### config.mk
export PLATFORM = sky130hd
export DESIGN_NAME = ifetch_queue
export DESIGN_NICKNAME = d
export VERILOG_FILES = /design/src/rtl/ifetch_queue.sv
export SDC_FILE = /design/constraint.sdc
export NUM_CORES = 1
export LEC_CHECK = 0
export BUFFER_PORTS_ARGS = -buffer_cell sky130_fd_sc_hd__buf_2
export CAP_MARGIN = 0
export CORE_MARGIN = 2
export CORE_UTILIZATION = 59
export DETAILED_ROUTE_END_ITERATION = 10
export PLACE_DENSITY_LB_ADDON = 0.2
export SLEW_MARGIN = 20
export SYNTH_ARGS = -nofsm -noshare
export SYNTH_HDL_FRONTEND = slang
export SYNTH_SLANG_ARGS = --single-unit
### constraint.sdc
create_clock -name clk -period 6.3 [get_ports clk]
set_input_delay 0.63 -clock clk [delete_from_list [all_inputs] [get_ports clk]]
set_output_delay 0.63 -clock clk [all_outputs]
set_load 0.005 [all_outputs]
### src/rtl/ifetch_queue.sv
// rtl/ifetch_queue.sv - 16-bit word prefetch ring feeding a 32-bit fetch window.
// Words retire as the PC advances; any non-sequential PC flushes the ring.
module ifetch_queue #(
  parameter int DEPTH = 4
) (
  input  logic        clk,
  input  logic        a_rst,
  input  logic [15:0] i_mem_pc,
  output logic [31:0] i_mem_opcode,
  output logic        i_mem_rdy,
  output logic        im_req,
  output logic [15:0] im_addr,
  input  logic        im_rdy,
  input  logic [15:0] im_data
);

  localparam int PW = $clog2(DEPTH);
  localparam int CW = PW + 1;

  logic [15:0]   mem_q [DEPTH];
  logic [PW-1:0] rd_ptr_q, rd_ptr_d, wr_ptr_q, wr_ptr_d;
  logic [CW-1:0] count_q, count_d;
  logic [15:0]   head_addr_q, head_addr_d;
  logic [15:0]   fetch_addr_q, fetch_addr_d;
  logic          discard_q, discard_d;
  logic          im_req_q, im_req_d;
  logic [15:0]   im_addr_q, im_addr_d;

  logic [15:0]   delta;
  logic [CW-1:0] delta_s;
  logic [CW:0]   need;
  logic [PW-1:0] idx0, idx1;
  logic          hit, resp, wr_en, issue;
  logic [CW-1:0] count_pop;
  logic [15:0]   fetch_next;

  always_comb begin
    delta        = i_mem_pc - head_addr_q;
    delta_s      = delta[CW-1:0];
    hit          = (delta <= 16'd2) && (delta <= 16'(count_q));
    idx0         = rd_ptr_q + delta[PW-1:0];
    idx1         = idx0 + PW'(1);
    i_mem_opcode = {mem_q[idx1], mem_q[idx0]};
    need         = {1'b0, delta_s} + (CW+1)'(2);
    i_mem_rdy    = hit && ({1'b0, count_q} >= need);

    resp  = im_req_q & im_rdy;
    // A response landing on a flush cycle belongs to the old stream.
    wr_en = resp & hit & ~discard_q;

    rd_ptr_d    = wr_ptr_q;
    head_addr_d = i_mem_pc;
    count_pop   = '0;
    fetch_next  = i_mem_pc;
    if (hit) begin
      rd_ptr_d    = rd_ptr_q + delta[PW-1:0];
      head_addr_d = head_addr_q + delta;
      count_pop   = count_q - delta_s;
      fetch_next  = fetch_addr_q;
    end

    wr_ptr_d = wr_ptr_q + PW'(wr_en);
    count_d  = count_pop + CW'(wr_en);
    issue    = (!im_req_q || im_rdy) && (count_d < CW'(DEPTH));

    discard_d = discard_q;
    if (resp)
      discard_d = 1'b0;
    else if (!hit && im_req_q)
      discard_d = 1'b1;

    im_req_d     = im_req_q;
    im_addr_d    = im_addr_q;
    fetch_addr_d = fetch_next;
    if (issue) begin
      im_req_d     = 1'b1;
      im_addr_d    = fetch_next;
      fetch_addr_d = fetch_next + 16'd1;
    end else if (resp) begin
      im_req_d = 1'b0;
    end
  end

  always_ff @(posedge clk) begin
    if (a_rst) begin
      rd_ptr_q     <= '0;
      wr_ptr_q     <= '0;
      count_q      <= '0;
      head_addr_q  <= '0;
      fetch_addr_q <= '0;
      discard_q    <= 1'b0;
      im_req_q     <= 1'b0;
      im_addr_q    <= '0;
    end else begin
      rd_ptr_q     <= rd_ptr_d;
      wr_ptr_q     <= wr_ptr_d;
      count_q      <= count_d;
      head_addr_q  <= head_addr_d;
      fetch_addr_q <= fetch_addr_d;
      discard_q    <= discard_d;
      im_req_q     <= im_req_d;
      im_addr_q    <= im_addr_d;
    end
  end

  always_ff @(posedge clk) begin
    if (!a_rst && wr_en)
      mem_q[wr_ptr_q] <= im_data;
  end

  assign im_req  = im_req_q;
  assign im_addr = im_addr_q;

endmodule
== Word level (Yosys, flattened, before mapping) ==
Memory sizes are Yosys's and may differ from the RTL's.
Index checks and enable logic that the tools add are counted.

* Divide/modulo/power cells: 0
* Add/subtract/negate cells: 9
* Multiplexer cells: 9
* Multiply operators: 0
* Shift-type cells: 0
* $lt $le $gt $ge: 4
* Bitwise gates (word level): 4
* Equality and inequality tests: 0
* Reduce and logical (&&, ||, !) cells: 11

{| class="wikitable"
|+ Operators by type and width
! cell !! number
|-
| $mux 16 || 3
|-
| $add 16x1->16 const B || 1
|-
| $add 16x16->16 || 1
|-
| $le 16x2->1 const B || 1
|-
| $le 16x3->1 || 1
|-
| $sub 16x16->16 || 1
|-
| $logic_and 1x1->1 || 5
|-
| $add 3x2->4 const B || 1
|-
| $ge 3x4->1 || 1
|-
| $mux 1 || 4
|-
| $add 3x1->3 || 1
|-
| $and 1x1->1 || 3
|-
| $logic_not 1->1 || 3
|-
| $lt 3x3->1 const B || 1
|-
| $mux 3 || 1
|-
| $sub 3x3->3 || 1
|-
| $add 2x1->2 || 1
|-
| $add 2x1->2 const B || 1
|-
| $add 2x2->2 || 1
|-
| $mux 2 || 1
|-
| $reduce_bool 2->1 || 1
|-
| $reduce_or 2->1 || 1
|-
| $logic_or 1x1->1 || 1
|-
| $not 1->1 || 1
|}

* Register bits: 57
* Word-level logic and storage cells: 46
* RAM bits: 64
* Memories kept: 1
* Bits in latches: 0
* Bits in read-only memories: 0
* Output and inout port bits: 50

{| class="wikitable"
|+ Memories
! name !! depth !! width !! rd ports !! clocked after Yosys merged registers in !! wr ports !! line !! RTL
|-
| mem_q || 4 || 16 || 2 || 0 || 1 || 20 || <nowiki>logic [15:0] mem_q [DEPTH];</nowiki>
|}

== Depth between registers and ports, before layout ==
* Depth in word-level cells: 9
* Gate-level depth with buffers: 23
* Depth with buffers taken out: 20

== Least setup slack after synthesis ==
OpenSTA, ideal clock, no wires.

* Path type: input to register
* From: input i_mem_pc[0]
* To: memory mem_q[0][0], enable pin
* Path buffers: 0
* Stages on the path: 15
* Path slack: 0.971 ns
* Library setup time: 0.409 ns
* Arrival time: 4.920 ns
* Cell sequence: inv_1 ha_1 fa_1 inv_1 ha_1 nor2b_1 o21a_1 o21ai_0 nand4b_1 a2111oi_0 nand4_1 or3_1 nor3_1 nand2b_1 nor3_1

* Longest elaborated chain between the ends: 8
* Elaborated cells on any way between the ends: 9
* Those cells by class: 1 x add/sub; 2 x order compare; 2 x mux; 2 x bitwise; 2 x reduce/logical

{| class="wikitable"
|+ RTL lines
! item !! line !! RTL
|-
| from (decl) || 8 || <nowiki>input logic [15:0] i_mem_pc,</nowiki>
|-
| $sub 16x16->16 (*) || 38 || <nowiki>delta = i_mem_pc - head_addr_q;</nowiki>
|-
| $le 16x2->1 / $le 16x3->1 (equally long branches) || 40 || <nowiki>hit = (delta <= 16'd2) && (delta <= 16'(count_q));</nowiki>
|-
| $logic_and 1x1->1 (*) || 40 ||
|-
| $and 1x1->1 (*) (2 in series) || 49 || <nowiki>wr_en = resp & hit & ~discard_q;</nowiki>
|-
| $logic_and 1x1->1 (*) || 107 || <nowiki>if (!a_rst && wr_en)</nowiki>
|-
| $mux 1 (*) || 107 ||
|-
| $mux 1 (implied by the code) (*) || 108 || <nowiki>mem_q[wr_ptr_q] <= im_data;</nowiki>
|-
| to (decl) || 20 ||
|}

Mark *: on every way between the ends. The rest lies on a longest branch, timed or not.

== Worst setup path after layout ==
* From: input i_mem_pc[0]
* To: register fetch_addr_q[7]

* Longest elaborated chain between the ends: 9
* Elaborated cells on any way between the ends: 14
* Those cells by class: 4 x add/sub; 3 x order compare; 3 x mux; 2 x bitwise; 2 x reduce/logical

{| class="wikitable"
|+ RTL lines
! item !! line !! RTL
|-
| $sub 16x16->16 || 38 ||
|-
| $le 16x2->1 / $le 16x3->1 (equally long branches) || 40 ||
|-
| $logic_and 1x1->1 || 40 ||
|-
| $and 1x1->1 (2 in series) || 49 ||
|-
| $add 3x1->3 || 63 || <nowiki>count_d = count_pop + CW'(wr_en);</nowiki>
|-
| $lt 3x3->1 || 64 || <nowiki>issue = (!im_req_q || im_rdy) && (count_d < CW'(DEPTH));</nowiki>
|-
| $logic_and 1x1->1 || 64 ||
|-
| $mux 16 (*) || 75 || <nowiki>if (issue) begin</nowiki>
|-
| to (signal assigned) || 99 || <nowiki>fetch_addr_q <= fetch_addr_d;</nowiki>
|-
| to (decl) || 24 || <nowiki>logic [15:0] fetch_addr_q, fetch_addr_d;</nowiki>
|}

Marked as above.
A chain may end at the register's enable or synchronous reset.

==> metrics.cfg <==
[place]
place_inst=887
dp_hpwl_mm=12.1
place_area_um2=7880
dp_worst_setup_slack_ns=0.191
portBuffers=84
gp_congestion=0.939

[grt]
grt.overflow.total=0
antenna_found_initial=0
grt_first_pass_wirelength_mm=27.0
grt_util_all_layers_pct=26.4
grt_pass1_vias=5484
grt_start_max_net_pins=71

[cts]
post-cts-setup-buffer-count=0
cts_tree=done
holdBufCountCts=0
clock_latency_ns=0.42
cts_buffers=17
cts-htree-levels=4
cts.path.max_buffers=2
root_buffer=clkbuf_16
ctsResizeCount=0
path_clk_slew_ns=0.06
cts_sinks=121

[timing]
max_slew.worst_pin.slew_ns=0.780
final.min_clock_period_ns=5.76
finalClockSkew_ns=0.00739
finalMaxSlewViolations=0
setup_ws_ns=0.540
rsz0062_at_grt=no
timing.fmax_ghz=0.174
whs_ns=0.427
finalSetupViolCount=0
relSlewSlack_pct=46.6
period_share_pct=91.4
hold_viol_final=0
tns_ns=0

[route]
viasPerCell=6.25
drtIter0Drc=454
vias=5743
firstDrtPassIters=5
wl_mm=17.0
avgRoutedWirePerCell_um=18.5
drtAntennaViolNets=0
drc=0

[critical_path]
cp.arrival_ns=6.06
crit_type=in -> reg
critPathRequiredTime_ns=6.60
crit_path_start=i_mem_pc[0]
start_kind=input port
worst-path-max-fanout=47
r2r_start=head_addr_q[0]$_SDFF_PP0_
ff2ff_setup_slack_ns=0.61
endpoint=fetch_addr_q[7]$_SDFF_PP0_
endpoint_kind=flip-flop
reg2reg_depth=20
r2r_end=fetch_addr_q[7]$_SDFF_PP0_

[die]
initial_core_util_pct=60.5
core-area_um2=12000
dieArea_um2=13200
num_rows=40
ios=85
die_h_um=115
die_x_um=115

[final_layout]
areaGrowthSynthToFinish_pct=17.0
layout.cells.non_filler=919
drive_above_1_share_pct=24.7
design_area_um2=8510
final_common_cell=buf_2
multi_input_area_um2=3990
regArea_um2=3060
nNetsFinal=838
n_fill_cell=918
post-route-util_pct=70.8
num_antenna_cells=0
final_cell_mix=84 x buf_2, 64 x edfxtp_1, 57 x dfxtp_1, 56 x nor2_1, 50 x nand2_1

[synth]
synth-seq-area-share_pct=42.1
synth_ff_type=edfxtp_1
yosys_warnings=0
syn_area_um2=7270
ys_ff_latch=121
synth_cell_types=70
synth_fp_nets=751
syn_inst=672
async_reset_ff_share_pct=0
synth_area_per_cell_um2=10.8
synth_edf_count=64

[power]
power_frac_seq_pct=36.5
power_density_nw_per_um2=278
p_comb_share_pct=20.1
p_clk_share_pct=43.4
swShare_pct=27.0
fin_total_pwr_mw=2.36
power_leakage_nw=3.50
ir_worst_vdd_mv=0.154
intPower_mw=1.73
switchingPower_uw=637

[outcome]
status=completed

[min_path]
hold_class=in -> reg

[flow_run]
maxCapViolCount=0

[cells in the mapped netlist, drive strengths merged (4+ instances only)]
cell type / number / area share [%]
inv: 37 / 1.9
a2111oi: 5 / 0.69
xnor2: 16 / 2.0
nor2: 56 / 2.9
o31a: 4 / 0.50
nand2: 50 / 2.6
buf: 13 / 0.95
xor2: 9 / 1.1
mux2: 17 / 2.7
nor2b: 15 / 1.3
or2: 6 / 0.52
nor4b: 8 / 1.0
o21a: 6 / 0.62
a21oi: 39 / 2.7
nor4: 4 / 0.34
nand2b: 5 / 0.46
mux2i: 23 / 3.2
clkbuf: 13 / 0.67
dfxtp: 57 / 16
nand4: 11 / 0.95
nor3: 15 / 1.0
and3: 6 / 0.52
and2: 7 / 0.64
nand3: 20 / 1.4
o21ai: 14 / 0.96
edfxtp: 64 / 26
ha: 40 / 6.9
a21o: 11 / 1.1
mux4: 32 / 9.9
a211oi: 18 / 1.9
fa: 4 / 1.1
or3: 13 / 1.1
[cells by family (layout without fill, tap and decap cells)]
logic type | after synthesis | in the layout | synth area share, %
multiplexers | 72 | 72 | 15.8
flip-flops | 121 | 121 | 42.1
adder cells (fa/ha/maj) | 44 | 44 | 7.98
AO/OA/AOI/OAI | 121 | 121 | 11.5
XOR/XNOR | 25 | 25 | 3.11
buffers and inverters | 63 | 163 | 3.53
AND/OR/NAND/NOR | 226 | 226 | 16.0
[how the worst min path moves through the flow]
stage	start	to	depth (start not counted)	slack (ns)
3_5_place_dp	im_addr[4]$_SDFFE_PP0P_	im_addr[4]$_SDFFE_PP0P_	2	0.49
3_3_place_gp	im_addr[3]$_SDFFE_PP0P_	im_addr[3]$_SDFFE_PP0P_	2	0.49
2_1_floorplan	wr_ptr_q[0]$_SDFF_PP0_	rd_ptr_q[0]$_SDFF_PP0_	2	0.47
4_1_cts	im_data[4]	mem_q[1][4]$_DFFE_PP_	1	0.41
6_report	im_data[6]	mem_q[2][6]$_DFFE_PP_	1	0.43
5_1_grt	im_data[4]	mem_q[1][4]$_DFFE_PP_	1	0.41
[registers in the layout, indices dropped and copies added, names as in the netlist]
register and flops:
fetch_addr_q 16, wr_ptr_q 2, discard_q 1, head_addr_q 16, mem_q 64, rd_ptr_q 2
im_req 1, count_q 3, im_addr 16
[metal layers]
metal | part of all wire [%] | GRT usage [%] | vias up
met4 | 2.8 | 11.0 | 0
met2 | 50 | 46.3 | 208
met3 | 5.7 | 5.48 | 36
met5 | 0 | 0 | -
met1 | 41 | 31.6 | 2798
li1 | - | - | 2701
[cell type report]
cell class                 count  share of cell area [%]
clock buffer                  17                    5.00
clock inverter                15                    2.35
inverter                      37                    1.63
multi-input combinational    488                    46.9
sequential                   121                    36.0
tap                          147                    2.16
timing repair buffer          94                    5.97
[worst max-delay path: stages]
cell       delay, ns
buf_2           0.13
inv_1           0.06
ha_1            0.26
fa_1            0.59
inv_1           0.18
ha_1            0.34
nor2b_1         0.14
o21a_1          0.15
o21ai_0         0.23
nand4b_1        0.15
a2111oi_0       0.35
nand4_1         0.21
or3_1           0.41
nor3_1          0.39
ha_1            0.23
ha_1            0.17
nor2_1          0.05
nor4b_2         0.18
nor3_2          0.21
buf_12          0.25
nor4b_1         0.35
mux2_1          0.38
[power groups by stage]
stage                     Combinational, mW  Sequential (mW)  Clock (mW)
final                                 0.476            0.862        1.03
after global routing                  0.527            0.864        1.08
after CTS                             0.473            0.862        1.04
after detailed placement              0.470            0.878           0
after global placement                0.456            0.878           0
after floorplan                       0.344            0.876           0
Power figures use the tool's default switching activity.
